`src/rtl/fio_mem_dump_ctrl_pkg.sv`:
```
// Shared widths and FSM state type for the FileIO MEM dump reader.
package fio_pkg;

  localparam int FIO_ADDR_WIDTH     = 9;
  localparam int FIO_LINE_WIDTH     = 256;
  localparam int FIO_WORD_WIDTH     = 32;
  localparam int FIO_RD_LAT         = 1;
  localparam int FIO_WORDS_PER_LINE = FIO_LINE_WIDTH / FIO_WORD_WIDTH;
  localparam int FIO_WCNT_W         = $clog2(FIO_WORDS_PER_LINE);

  typedef enum logic [2:0] {
    IDLE  = 3'd0,
    ISSUE = 3'd1,
    WAIT  = 3'd2,
    SEND  = 3'd3,
    FIN   = 3'd4
  } dump_state_t;

endpackage

```
`src/rtl/fio_mem_dump_ctrl_if.sv`:
```
// Command, MEM read port and output word stream of the dump reader.
interface fio_mem_dump_ctrl_if;
  import fio_pkg::*;

  logic                      start;
  logic [FIO_ADDR_WIDTH-1:0] first_addr;
  logic [FIO_ADDR_WIDTH-1:0] last_addr;
  logic [FIO_ADDR_WIDTH-1:0] fio_addr;
  logic [FIO_LINE_WIDTH-1:0] fio_read_data;
  logic                      m_valid;
  logic                      m_ready;
  logic [FIO_WORD_WIDTH-1:0] m_data;
  logic                      m_last;
  logic                      busy;
  logic                      done;

  modport master (
    input  start, first_addr, last_addr, fio_read_data, m_ready,
    output fio_addr, m_valid, m_data, m_last, busy, done
  );

  modport slave (
    output start, first_addr, last_addr, fio_read_data, m_ready,
    input  fio_addr, m_valid, m_data, m_last, busy, done
  );

endinterface

```
`src/rtl/fio_mem_dump_ctrl_serializer.sv`:
```
// Holds one MEM line and emits it MSB word first under valid/ready.
module fio_line_serializer
  import fio_pkg::*;
(
  input  logic                      clk_i,
  input  logic                      rst_i,
  input  logic                      load_i,
  input  logic [FIO_LINE_WIDTH-1:0] line_i,
  input  logic                      ready_i,
  output logic                      valid_o,
  output logic [FIO_WORD_WIDTH-1:0] data_o,
  output logic [FIO_WCNT_W-1:0]     word_cnt_o,
  output logic                      last_word_o
);

  localparam logic [FIO_WCNT_W-1:0] LAST_IDX = FIO_WCNT_W'(FIO_WORDS_PER_LINE - 1);

  logic [FIO_LINE_WIDTH-1:0] line_q, line_d;
  logic [FIO_WCNT_W-1:0]     cnt_q, cnt_d;
  logic                      valid_q, valid_d;

  always_ff @(posedge clk_i or posedge rst_i) begin
    if (rst_i) begin
      line_q  <= '0;
      cnt_q   <= '0;
      valid_q <= 1'b0;
    end else begin
      line_q  <= line_d;
      cnt_q   <= cnt_d;
      valid_q <= valid_d;
    end
  end

  always_comb begin
    line_d  = line_q;
    cnt_d   = cnt_q;
    valid_d = valid_q;
    if (load_i) begin
      line_d  = line_i;
      cnt_d   = '0;
      valid_d = 1'b1;
    end else if (valid_q && ready_i) begin
      line_d = line_q << FIO_WORD_WIDTH;
      cnt_d  = cnt_q + 1'b1;
      if (cnt_q == LAST_IDX) valid_d = 1'b0;
    end
  end

  assign valid_o     = valid_q;
  assign data_o      = line_q[FIO_LINE_WIDTH-1 -: FIO_WORD_WIDTH];
  assign word_cnt_o  = cnt_q;
  assign last_word_o = valid_q && (cnt_q == LAST_IDX);

endmodule

```
`src/rtl/fio_mem_dump_ctrl.sv`:
```
// Walks a MEM line range through the FileIO read port and streams each line as 32-bit words.
//   state | meaning
//   IDLE  | waiting for start
//   ISSUE | fio_addr presented for cur_addr
//   WAIT  | counting down read latency, capture line at lat_cnt==1
//   SEND  | serializer streaming the captured line
//   FIN   | drop busy, pulse done
module fio_mem_dump_ctrl
  import fio_pkg::*;
#(
  parameter int RD_LAT = FIO_RD_LAT
) (
  input  logic                 clk_i,
  input  logic                 rst_i,
  fio_mem_dump_ctrl_if.master  dump_io
);

  localparam logic [2:0]            LAT_INIT = 3'(RD_LAT);
  localparam logic [FIO_WCNT_W-1:0] LAST_IDX = FIO_WCNT_W'(FIO_WORDS_PER_LINE - 1);

  dump_state_t               state_q, state_d;
  logic [FIO_ADDR_WIDTH-1:0] cur_q, cur_d;
  logic [FIO_ADDR_WIDTH-1:0] last_q, last_d;
  logic [FIO_ADDR_WIDTH-1:0] fio_addr_q, fio_addr_d;
  logic [2:0]                lat_q, lat_d;
  logic                      busy_q, busy_d;
  logic                      done_q, done_d;

  logic                      load;
  logic                      ser_valid;
  logic                      ser_last_word;
  logic [FIO_WCNT_W-1:0]     ser_word_cnt;
  logic [FIO_WORD_WIDTH-1:0] ser_data;

  fio_line_serializer u_ser (
    .clk_i       (clk_i),
    .rst_i       (rst_i),
    .load_i      (load),
    .line_i      (dump_io.fio_read_data),
    .ready_i     (dump_io.m_ready),
    .valid_o     (ser_valid),
    .data_o      (ser_data),
    .word_cnt_o  (ser_word_cnt),
    .last_word_o (ser_last_word)
  );

  always_ff @(posedge clk_i or posedge rst_i) begin
    if (rst_i) begin
      state_q    <= IDLE;
      cur_q      <= '0;
      last_q     <= '0;
      fio_addr_q <= '0;
      lat_q      <= '0;
      busy_q     <= 1'b0;
      done_q     <= 1'b0;
    end else begin
      state_q    <= state_d;
      cur_q      <= cur_d;
      last_q     <= last_d;
      fio_addr_q <= fio_addr_d;
      lat_q      <= lat_d;
      busy_q     <= busy_d;
      done_q     <= done_d;
    end
  end

  always_comb begin
    state_d    = state_q;
    cur_d      = cur_q;
    last_d     = last_q;
    fio_addr_d = fio_addr_q;
    lat_d      = lat_q;
    busy_d     = busy_q;
    done_d     = 1'b0;
    load       = 1'b0;
    unique case (state_q)
      IDLE: begin
        if (dump_io.start) begin
          cur_d  = dump_io.first_addr;
          last_d = dump_io.last_addr;
          busy_d = 1'b1;
          // An inverted range skips the read entirely but still reports done.
          if (dump_io.first_addr > dump_io.last_addr) begin
            state_d = FIN;
          end else begin
            fio_addr_d = dump_io.first_addr;
            state_d    = ISSUE;
          end
        end
      end
      ISSUE: begin
        lat_d   = LAT_INIT;
        state_d = WAIT;
      end
      WAIT: begin
        lat_d = lat_q - 1'b1;
        if (lat_q == 3'd1) begin
          load    = 1'b1;
          state_d = SEND;
        end
      end
      SEND: begin
        if (ser_last_word && dump_io.m_ready) begin
          // Compare before increment so the top line never wraps to 0.
          if (cur_q == last_q) begin
            state_d = FIN;
          end else begin
            cur_d      = cur_q + 1'b1;
            fio_addr_d = cur_q + 1'b1;
            state_d    = ISSUE;
          end
        end
      end
      FIN: begin
        busy_d  = 1'b0;
        done_d  = 1'b1;
        state_d = IDLE;
      end
      default: state_d = IDLE;
    endcase
  end

  assign dump_io.fio_addr = fio_addr_q;
  assign dump_io.m_valid  = ser_valid;
  assign dump_io.m_data   = ser_data;
  assign dump_io.m_last   = ser_valid && (cur_q == last_q) && (ser_word_cnt == LAST_IDX);
  assign dump_io.busy     = busy_q;
  assign dump_io.done     = done_q;

endmodule

```
`src/flat_wrapper.sv`:
```
// flat-port wrapper written by rule: the top's interface ports become plain ports
module fio_mem_dump_ctrl_flat import fio_pkg::*;
#(
  parameter int RD_LAT = FIO_RD_LAT
)
  (clk_i, rst_i, dump_io_start, dump_io_first_addr, dump_io_last_addr, dump_io_fio_read_data, dump_io_m_ready, dump_io_fio_addr, dump_io_m_valid, dump_io_m_data, dump_io_m_last, dump_io_busy, dump_io_done);
  fio_mem_dump_ctrl_if dump_io_i ();
  input  logic clk_i;
  input  logic rst_i;
  input wire logic [$bits(dump_io_i.start)-1:0] dump_io_start;
  input wire logic [$bits(dump_io_i.first_addr)-1:0] dump_io_first_addr;
  input wire logic [$bits(dump_io_i.last_addr)-1:0] dump_io_last_addr;
  input wire logic [$bits(dump_io_i.fio_read_data)-1:0] dump_io_fio_read_data;
  input wire logic [$bits(dump_io_i.m_ready)-1:0] dump_io_m_ready;
  output wire logic [$bits(dump_io_i.fio_addr)-1:0] dump_io_fio_addr;
  output wire logic [$bits(dump_io_i.m_valid)-1:0] dump_io_m_valid;
  output wire logic [$bits(dump_io_i.m_data)-1:0] dump_io_m_data;
  output wire logic [$bits(dump_io_i.m_last)-1:0] dump_io_m_last;
  output wire logic [$bits(dump_io_i.busy)-1:0] dump_io_busy;
  output wire logic [$bits(dump_io_i.done)-1:0] dump_io_done;
  assign dump_io_i.start = dump_io_start;
  assign dump_io_i.first_addr = dump_io_first_addr;
  assign dump_io_i.last_addr = dump_io_last_addr;
  assign dump_io_i.fio_read_data = dump_io_fio_read_data;
  assign dump_io_i.m_ready = dump_io_m_ready;
  assign dump_io_fio_addr = dump_io_i.fio_addr;
  assign dump_io_m_valid = dump_io_i.m_valid;
  assign dump_io_m_data = dump_io_i.m_data;
  assign dump_io_m_last = dump_io_i.m_last;
  assign dump_io_busy = dump_io_i.busy;
  assign dump_io_done = dump_io_i.done;
  fio_mem_dump_ctrl #(.RD_LAT(RD_LAT)) u_core (.clk_i(clk_i), .rst_i(rst_i), .dump_io(dump_io_i));
endmodule
```
`config.mk`:
```
export PLATFORM = sky130hd
export DESIGN_NAME = fio_mem_dump_ctrl_flat
export DESIGN_NICKNAME = d
export VERILOG_FILES = /design/src/rtl/fio_mem_dump_ctrl_pkg.sv /design/src/rtl/fio_mem_dump_ctrl_if.sv /design/src/rtl/fio_mem_dump_ctrl_serializer.sv /design/src/rtl/fio_mem_dump_ctrl.sv /design/src/flat_wrapper.sv
export SDC_FILE = /design/constraint.sdc
export NUM_CORES = 1
export LEC_CHECK = 0
export BUFFER_PORTS_ARGS = -buffer_cell sky130_fd_sc_hd__buf_4
export CAP_MARGIN = 20
export CORE_UTILIZATION = 49
export DETAILED_ROUTE_END_ITERATION = 6
export PLACE_DENSITY_LB_ADDON = 0.1
export SYNTH_ARGS = -nofsm -noshare
export SYNTH_HDL_FRONTEND = slang
export SYNTH_SLANG_ARGS = --single-unit
export TNS_END_PERCENT = 5
```
`constraint.sdc`:
```
create_clock -name clk_i -period 9 [get_ports clk_i]
set_input_delay 1.35 -clock clk_i [delete_from_list [all_inputs] [get_ports clk_i]]
set_output_delay 1.35 -clock clk_i [all_outputs]
set_load 0.005 [all_outputs]
```
==> impl_metrics.py, run 1 <==
metrics = {
    "layout": {
        "area_growth_pct": 25.5,
        "drive_gt1_share_pct": 25.8,
        "design_area_mm2": 0.0174,
        "final_cell_mix": "buf_4, nand2_1, dfrtp_1",
        "final_common_cell": "buf_4",
        "nets": 1896,
    },
    "route": {
        "routed_wl_um": 34600,
        "top_layer": "met4",
        "ant_nets": 0,
        "initialDrtViolationCount": 768,
        "via_per_inst": 5.21,
        "wl_met2_um": 14500,
        "dr.pass1.iters": 4,
        "wl_met1_um": 17400,
        "wl_per_cell_um": 17.3,
        "via_count": 10500,
        "wl_met3_um": 1850,
        "drc": 0,
    },
    "worst_setup_path": {
        "startpoint_type": "flip-flop",
        "r2r_end": "u_core.u_ser.line_q[165]$_DFFE_PP0P_",
        "crit_buf_inv": 1,
        "path_max_fanout": 5,
        "critPathMaxStageDelay_ps": 630,
        "worstPathCellList": "xnor2_1 -> nand3_1 -> nor4_2 -> and3_1 -> buf_4",
        "crit_type": "flip-flop to primary output",
        "worstSetupEndpointType": "primary output",
        "arrival_ps": 2300,
        "rr_worst_depth": 5,
        "r2r_start": "u_core.state_q[2]$_DFFE_PP0P_",
        "crit_slowest_cell": "nor4_2",
        "cp.required_ps": 7650,
        "critPathTopFamily": "simple AND/OR/NAND/NOR gates",
        "r2r_setup_slack_ps": 5960,
        "crit_cells": 5,
    },
    "floorplan": {
        "fp.dieArea_mm2": 0.0290,
        "chipHeight_um": 170,
        "core_mm2": 0.0279,
        "io_pins": 323,
        "start_util_pct": 49.9,
        "core.rowCount": 61,
        "die_w_um": 170,
    },
    "sta": {
        "tns_ps": 0,
        "fmax_mhz": 274,
        "setup_viol": 0,
        "fin_crit_sh_pct": 40.6,
        "max_slew.worst_pin.slew_ps": 1030,
        "skew_ps": 7.28,
        "slew_headroom_pct": 31.6,
        "drv_slew": 0,
        "period_minus_slack_ps": 3650,
        "rsz0062_at_grt": "no",
        "hold_viol_final": 0,
    },
    "cts": {
        "cts_tree": "built",
        "post-cts-setup-buffers": 0,
        "clkLatencyLatePin_ps": 500,
        "numCtsBuffers": 34,
        "ctsResizeCount": 0,
        "clockBufferDepth": 3,
        "holdBufCountCts": 0,
        "numClockSinks": 295,
        "htree_levels": 2,
        "path_clk_slew_ps": 60,
        "clockRootBuffer": "clkbuf_16",
    },
    "min_path": {
        "worstHoldEndpoint": "u_core.dump_io.fio_addr[8]$_DFFE_PP0P_",
        "worstHoldStart": "u_core.dump_io.fio_addr[8]$_DFFE_PP0P_",
        "hp-class": "flip-flop to flip-flop",
        "whs_path_depth": 1,
    },
    "yosys": {
        "yosysTopAreaCell": "dfrtp_1",
        "synth_cells": 1361,
        "ys_seq_area_share_pct": 53.1,
        "yosysTopAreaCellShare_pct": 53.1,
        "netlist_top_cells_area": "dfrtp_1, mux2i_1, o21ai_0, nand2_1, buf_4",
        "synth-main-ff-cell": "dfrtp_1",
        "netlist_area_mm2": 0.0139,
        "synthDistinctLibCells": 43,
        "synthArstFlopShare_pct": 100,
        "synth_nets": 1653,
        "postSynthAreaPerCell_um2": 10.2,
        "ys_ff_latch": 295,
        "yosys_warnings": 0,
        "synth_edf_count": 0,
    },
    "placement": {
        "gp_congestion": 0.869,
        "portBuffers": 322,
        "hpwlAfterDp_um": 23700,
        "postPlaceCellArea_mm2": 0.0163,
    },
    "grt": {
        "grt_antenna_before_repair": 1,
        "grt_max_degree": 289,
        "grt_pass1_wl_um": 54800,
        "grt_overflow": 0,
        "grt_pass1_vias": 10100,
        "track_usage_pct": 24.1,
    },
    "power_and_ir_drop": {
        "pwr_density_cell_mw_per_mm2": 164,
        "p_leak_nw": 9.27,
        "p_total_mw": 2.85,
        "peakVddDrop_mv": 0.131,
    },
    "outcome": {
        "status": "finished, final reports clean",
    },
    "flow_run": {
        "maxCapViolations": 0,
    },
}
==> how the worst max path moves through the flow <==
stage | from | end
after detailed placement | dump_io_last_addr[2] | u_core.dump_io.fio_addr[3]$_DFFE_PP0P_
after global routing | u_core.cur_q[6]$_DFFE_PP0P_ | dump_io_m_last
final | u_core.cur_q[6]$_DFFE_PP0P_ | dump_io_m_last
after CTS | u_core.cur_q[6]$_DFFE_PP0P_ | dump_io_m_last
after global placement | dump_io_last_addr[4] | u_core.dump_io.fio_addr[0]$_DFFE_PP0P_
after floorplan | rst_i | u_core.cur_q[0]$_DFFE_PP0P_
==> flip-flops by register name, summed over array words and instances (netlist names) <==
register,flops
u_core.cur_q,9
u_core.u_ser.valid_o,1
u_core.u_ser.word_cnt_o,3
u_core.state_q,3
u_core.lat_q,3
u_core.last_q,9
u_core.dump_io.fio_addr,9
u_core.dump_io.done,1
u_core.u_ser.line_q,256
u_core.dump_io.busy,1
==> layer usage <==
| layer | track usage, % | vias up |
|---|---|---|
| met1 | 37.3 | 4960 |
| met2 | 34.1 | 313 |
| met4 | 7.32 | 0 |
| met5 | 0 | - |
| li1 | - | 5135 |
| met3 | 3.98 | 48 |
==> stage by stage <==
step / hold WS, ps / setup slack (ps) / std cells / utilization (%)
after floorplan: 478 / 3730 / 1361 / -
after global placement: 499 / 5490 / 1945 / 58.4
after detailed placement: 498 / 5460 / 1945 / 58.4
after CTS: 518 / 5340 / 2004 / 62.5
after global routing: 544 / 5240 / 2006 / 62.6
final: 518 / 5350 / 2006 / 62.6
==> worst reg2reg max path: stages, from the launching register on <==
cell and delay [ps]:
dfrtp_1 460, nand2b_2 260, nor4b_2 270, buf_4 690, buf_12 770, o21ai_0 410
==> layout make-up <==
cell class / count / area (µm²)
Antenna cell: 1 / 2.50
Tap cell: 378 / 473
Clock buffer: 51 / 1040
Multi-Input combinational cell: 924 / 5840
Sequential cell: 295 / 7380
Fill cell: 2344 / 10400
Clock inverter: 8 / 90.1
Inverter: 17 / 67.6
Timing Repair Buffer: 332 / 2550
==> power breakdown <==
group	leakage [nW]	internal, mW	total [mW]	switching, mW
logic	4.60	0.0816	0.137	0.0551
registers	4.11	1.33	1.33	0
clock network	0.560	0.853	1.39	0.537
==> kinds of logic after synthesis <==
group                    Yosys count  synth area share (%)
AND/OR/NAND/NOR                  347                  9.99
AO/OA/AOI/OAI                    299                  11.3
flip-flops                       295                  53.1
multiplexers                     248                  18.3
buffers and inverters            142                  5.01
XOR/XNOR                          16                  1.01
adder cells (fa/ha/maj)           14                  1.26
==> Yosys cell counts, types with 2 or more instances <==
library cell / instances
a2111oi_0: 2
a21oi_1: 10
a22o_1: 2
a22oi_1: 2
a31oi_1: 3
and2_1: 3
and3_1: 4
buf_1: 2
buf_2: 34
buf_4: 32
clkbuf_1: 56
dfrtp_1: 295
ha_1: 14
inv_1: 17
mux2_2: 15
mux2_4: 9
mux2i_1: 224
nand2_1: 309
nand2b_1: 2
nand3_1: 4
nand4_1: 5
nor2_1: 8
nor3_1: 2
o21ai_0: 272
or2_2: 2
or3_1: 2
xnor2_1: 10
xor2_1: 6
No activity file was read; power rests on OpenSTA's default activity.
==> run 2, diff against run 1 <==
--- a/config.mk
+++ b/config.mk
@@ -5,9 +5,10 @@
 export SDC_FILE = /design/constraint.sdc
 export NUM_CORES = 1
 export LEC_CHECK = 0
+export ABC_AREA = 1
 export BUFFER_PORTS_ARGS = -buffer_cell sky130_fd_sc_hd__buf_4
 export CAP_MARGIN = 20
-export CORE_UTILIZATION = 49
+export CORE_UTILIZATION = 50
 export DETAILED_ROUTE_END_ITERATION = 6
 export PLACE_DENSITY_LB_ADDON = 0.1
 export SYNTH_ARGS = -nofsm -noshare
==> constraint.sdc (replaced) <==
create_clock -name clk_i -period 3 [get_ports clk_i]
set_input_delay 0.45 -clock clk_i [delete_from_list [all_inputs] [get_ports clk_i]]
set_output_delay 0.45 -clock clk_i [all_outputs]
set_load 0.005 [all_outputs]
==> impl_metrics.py, run 2 <==
metrics = {
    "power_and_ir_drop": {
        "pwr-share-comb_pct": 39.1,
        "p_int_mw": 11.1,
        "p_clk_share_pct": 22.4,
        "p_switching_mw": 6.95,
        "swShare_pct": 38.5,
        "seq_power_share_pct": 38.5,
        "pwr_density_cell_mw_per_mm2": 1000,
        "p_total_mw": 18.1,
        "p_leak_nw": 10.2,
        "peakVddDrop_mv": 0.592,
    },
    "cts": {
        "ctsResizeCount": 0,
        "numCtsBuffers": 34,
        "numClockSinks": 295,
        "cts_tree": "built",
        "clkLatencyLatePin_ps": 500,
        "clockBufferDepth": 3,
        "clockRootBuffer": "clkbuf_16",
        "post-cts-setup-buffers": 0,
        "holdBufCountCts": 0,
        "htree_levels": 2,
        "path_clk_slew_ps": 60,
    },
    "layout": {
        "nets": 2392,
        "area_growth_pct": 24.1,
        "final_common_cell": "nand2_1",
        "final_cell_mix": "nand2_1, buf_4, nand3_1",
        "largest_reg_flops": 256,
        "fillCellCount": 2538,
        "drive_gt1_share_pct": 20.2,
        "design_area_mm2": 0.0180,
        "regMostFlops": "u_core.u_ser.line_q",
    },
    "worst_setup_path": {
        "cp-endpoint": "u_core.u_ser.line_q[214]$_DFFE_PP0P_",
        "critPathTopFamily": "buffers and inverters",
        "crit_cells": 8,
        "crit_buf_inv": 3,
        "r2r_setup_slack_ps": 750,
        "startpoint_type": "flip-flop",
        "arrival_ps": 2630,
        "worstSetupEndpointType": "flip-flop",
        "critPathMaxStageDelay_ps": 760,
        "crit_slowest_cell": "buf_4",
        "rr_worst_depth": 8,
        "crit_start": "u_core.lat_q[0]$_DFFE_PP0P_",
        "r2r_start": "u_core.lat_q[0]$_DFFE_PP0P_",
        "path_max_fanout": 106,
        "r2r_end": "u_core.u_ser.line_q[214]$_DFFE_PP0P_",
        "crit_type": "flip-flop to flip-flop",
        "path_common_cell": "inv_1",
        "worstPathCellList": "ha_1 -> inv_1 -> nor2_1 -> nand2_8 -> buf_4 -> nand3_1 -> o21ai_0 -> inv_1",
        "cp.required_ps": 3380,
    },
    "flow_run": {
        "maxCapViolations": 0,
    },
    "sta": {
        "rsz0062_at_grt": "no",
        "max_slew.worst_pin.slew_ps": 904,
        "fmax_mhz": 445,
        "skew_ps": 14.1,
        "fin_crit_sh_pct": 74.9,
        "timing.hold.ws_ps": 149,
        "slew_headroom_pct": 39.8,
        "setup_viol": 0,
        "hold_viol_final": 0,
        "period_minus_slack_ps": 2250,
        "drv_slew": 0,
    },
    "grt": {
        "track_usage_pct": 27.3,
        "grt_max_degree": 130,
        "grt_overflow": 0,
        "grt_antenna_before_repair": 3,
        "grt_pass1_vias": 12000,
        "grt_pass1_wl_um": 62800,
    },
    "yosys": {
        "yosysTopAreaCellShare_pct": 50.9,
        "ys_seq_area_share_pct": 50.9,
        "synth_common_cells": "nand2_1, nand3_1, dfrtp_1",
        "synth_nets": 2161,
        "synth_edf_count": 0,
        "ys_ff_latch": 295,
        "netlist_area_mm2": 0.0145,
        "yosysMostFrequentCell": "nand2_1",
        "synthArstFlopShare_pct": 100,
        "synth_cells": 1869,
        "synth-main-ff-cell": "dfrtp_1",
        "yosysTopAreaCell": "dfrtp_1",
        "yosys_warnings": 0,
        "postSynthAreaPerCell_um2": 7.76,
        "netlist_top_cells_area": "dfrtp_1, nand2_1, nand3_1, inv_1, o21ai_0",
        "synthDistinctLibCells": 36,
    },
    "route": {
        "initialDrtViolationCount": 1076,
        "routed_wl_um": 40100,
        "ant_nets": 0,
        "via_per_inst": 5.19,
        "wl_per_cell_um": 16.1,
        "drc": 0,
        "via_count": 13000,
        "dr.pass1.iters": 5,
    },
    "placement": {
        "portBuffers": 322,
        "hpwlAfterDp_um": 28100,
        "postPlaceCellArea_mm2": 0.0169,
        "gp_congestion": 0.842,
    },
    "floorplan": {
        "core_mm2": 0.0282,
        "fp.dieArea_mm2": 0.0297,
        "chipHeight_um": 172,
        "start_util_pct": 51.5,
        "io_pins": 323,
        "core.rowCount": 61,
        "die_w_um": 172,
    },
    "min_path": {
        "whs_path_depth": 3,
        "hp-class": "primary input to flip-flop",
    },
    "outcome": {
        "status": "finished, final reports clean",
    },
}
==> run 2: changes by cell type in the layout (fill, tap and decap cells not counted), sizes merged, moves of 4 or more <==
cell	delta
mux2	-24
buf	+10
and3	-4
xnor2	-4
xor2	-5
mux2i	-211
nand3	+309
nor2	+11
inv	+231
nand2	+253
o21ai	-44
==> run 2: cell families after synthesis <==
group	after synthesis	share of synthesized area (%)
xor+xnor	7	0.423
simple gates	901	26.2
flops	295	50.9
buf+inv	394	11.6
mux	13	0.897
compound gates	245	8.79
fa+ha+maj	14	1.21
==> run 2: area by class of cell <==
| class | instances | area, µm² | share of cell area, % |
|---|---|---|---|
| diodes | 2 | 5.00 | 0.0278 |
| flip-flops and latches | 295 | 7380 | 41.0 |
| multi-input cells | 1180 | 5470 | 30.4 |
| repair buffers | 342 | 2640 | 14.7 |
| inverters | 247 | 936 | 5.20 |
| well taps | 378 | 473 | 2.63 |
| clock buffers | 48 | 1020 | 5.69 |
| clock inverters | 8 | 68.8 | 0.382 |
==> run 2: worst min-delay path by stage <==
stage / from / endpoint / slack (ps)
global placement: u_core.dump_io.busy$_DFFE_PP0P_ / u_core.dump_io.busy$_DFFE_PP0P_ / 480
global route: dump_io_fio_read_data[34] / u_core.u_ser.line_q[34]$_DFFE_PP0P_ / 140
detailed placement: u_core.dump_io.fio_addr[7]$_DFFE_PP0P_ / u_core.dump_io.fio_addr[7]$_DFFE_PP0P_ / 480
finish: dump_io_fio_read_data[26] / u_core.u_ser.line_q[26]$_DFFE_PP0P_ / 150
CTS: dump_io_fio_read_data[26] / u_core.u_ser.line_q[26]$_DFFE_PP0P_ / 130
floorplan: u_core.u_ser.line_q[13]$_DFFE_PP0P_ / u_core.u_ser.line_q[13]$_DFFE_PP0P_ / 470
==> run 2: power groups by stage <==
stage          logic [mW]  registers [mW]  clock network [mW]
4_1_cts              7.12            6.94                4.12
6_report             7.07            6.95                4.05
3_5_place_dp         7.06            7.00                   0
3_3_place_gp         6.82            6.95                   0
2_1_floorplan        5.55            6.61                   0
5_1_grt              8.24            7.13                4.28
==> run 2: per-stage QoR <==
step	utilization [%]	cells	worst slack [ps]	setup TNS [ps]
final	63.9	2500	752	0
after global routing	63.9	2499	491	0
after CTS	63.9	2498	777	0
after detailed placement	60.0	2442	738	0
after global placement	60.0	2442	836	0
after floorplan	-	1869	-1370	-403300
==> run 2: metal layers <==
| layer | GRT usage (%) | part of all wire [%] | up-vias |
|---|---|---|---|
| li1 | - | - | 6358 |
| met2 | 44.4 | 48 | 364 |
| met1 | 36.1 | 43 | 6183 |
| met5 | 0 | 0.022 | - |
| met4 | 7.62 | 2.3 | 2 |
| met3 | 6.68 | 7.4 | 59 |
==> run 2: worst register-to-register path, cell delays in order, from the launching register on <==
cell,delay [ps]
dfrtp_1,380
ha_1,200
inv_1,50
nor2_1,90
nand2_8,280
buf_4,770
nand3_1,190
o21ai_0,120
inv_1,50
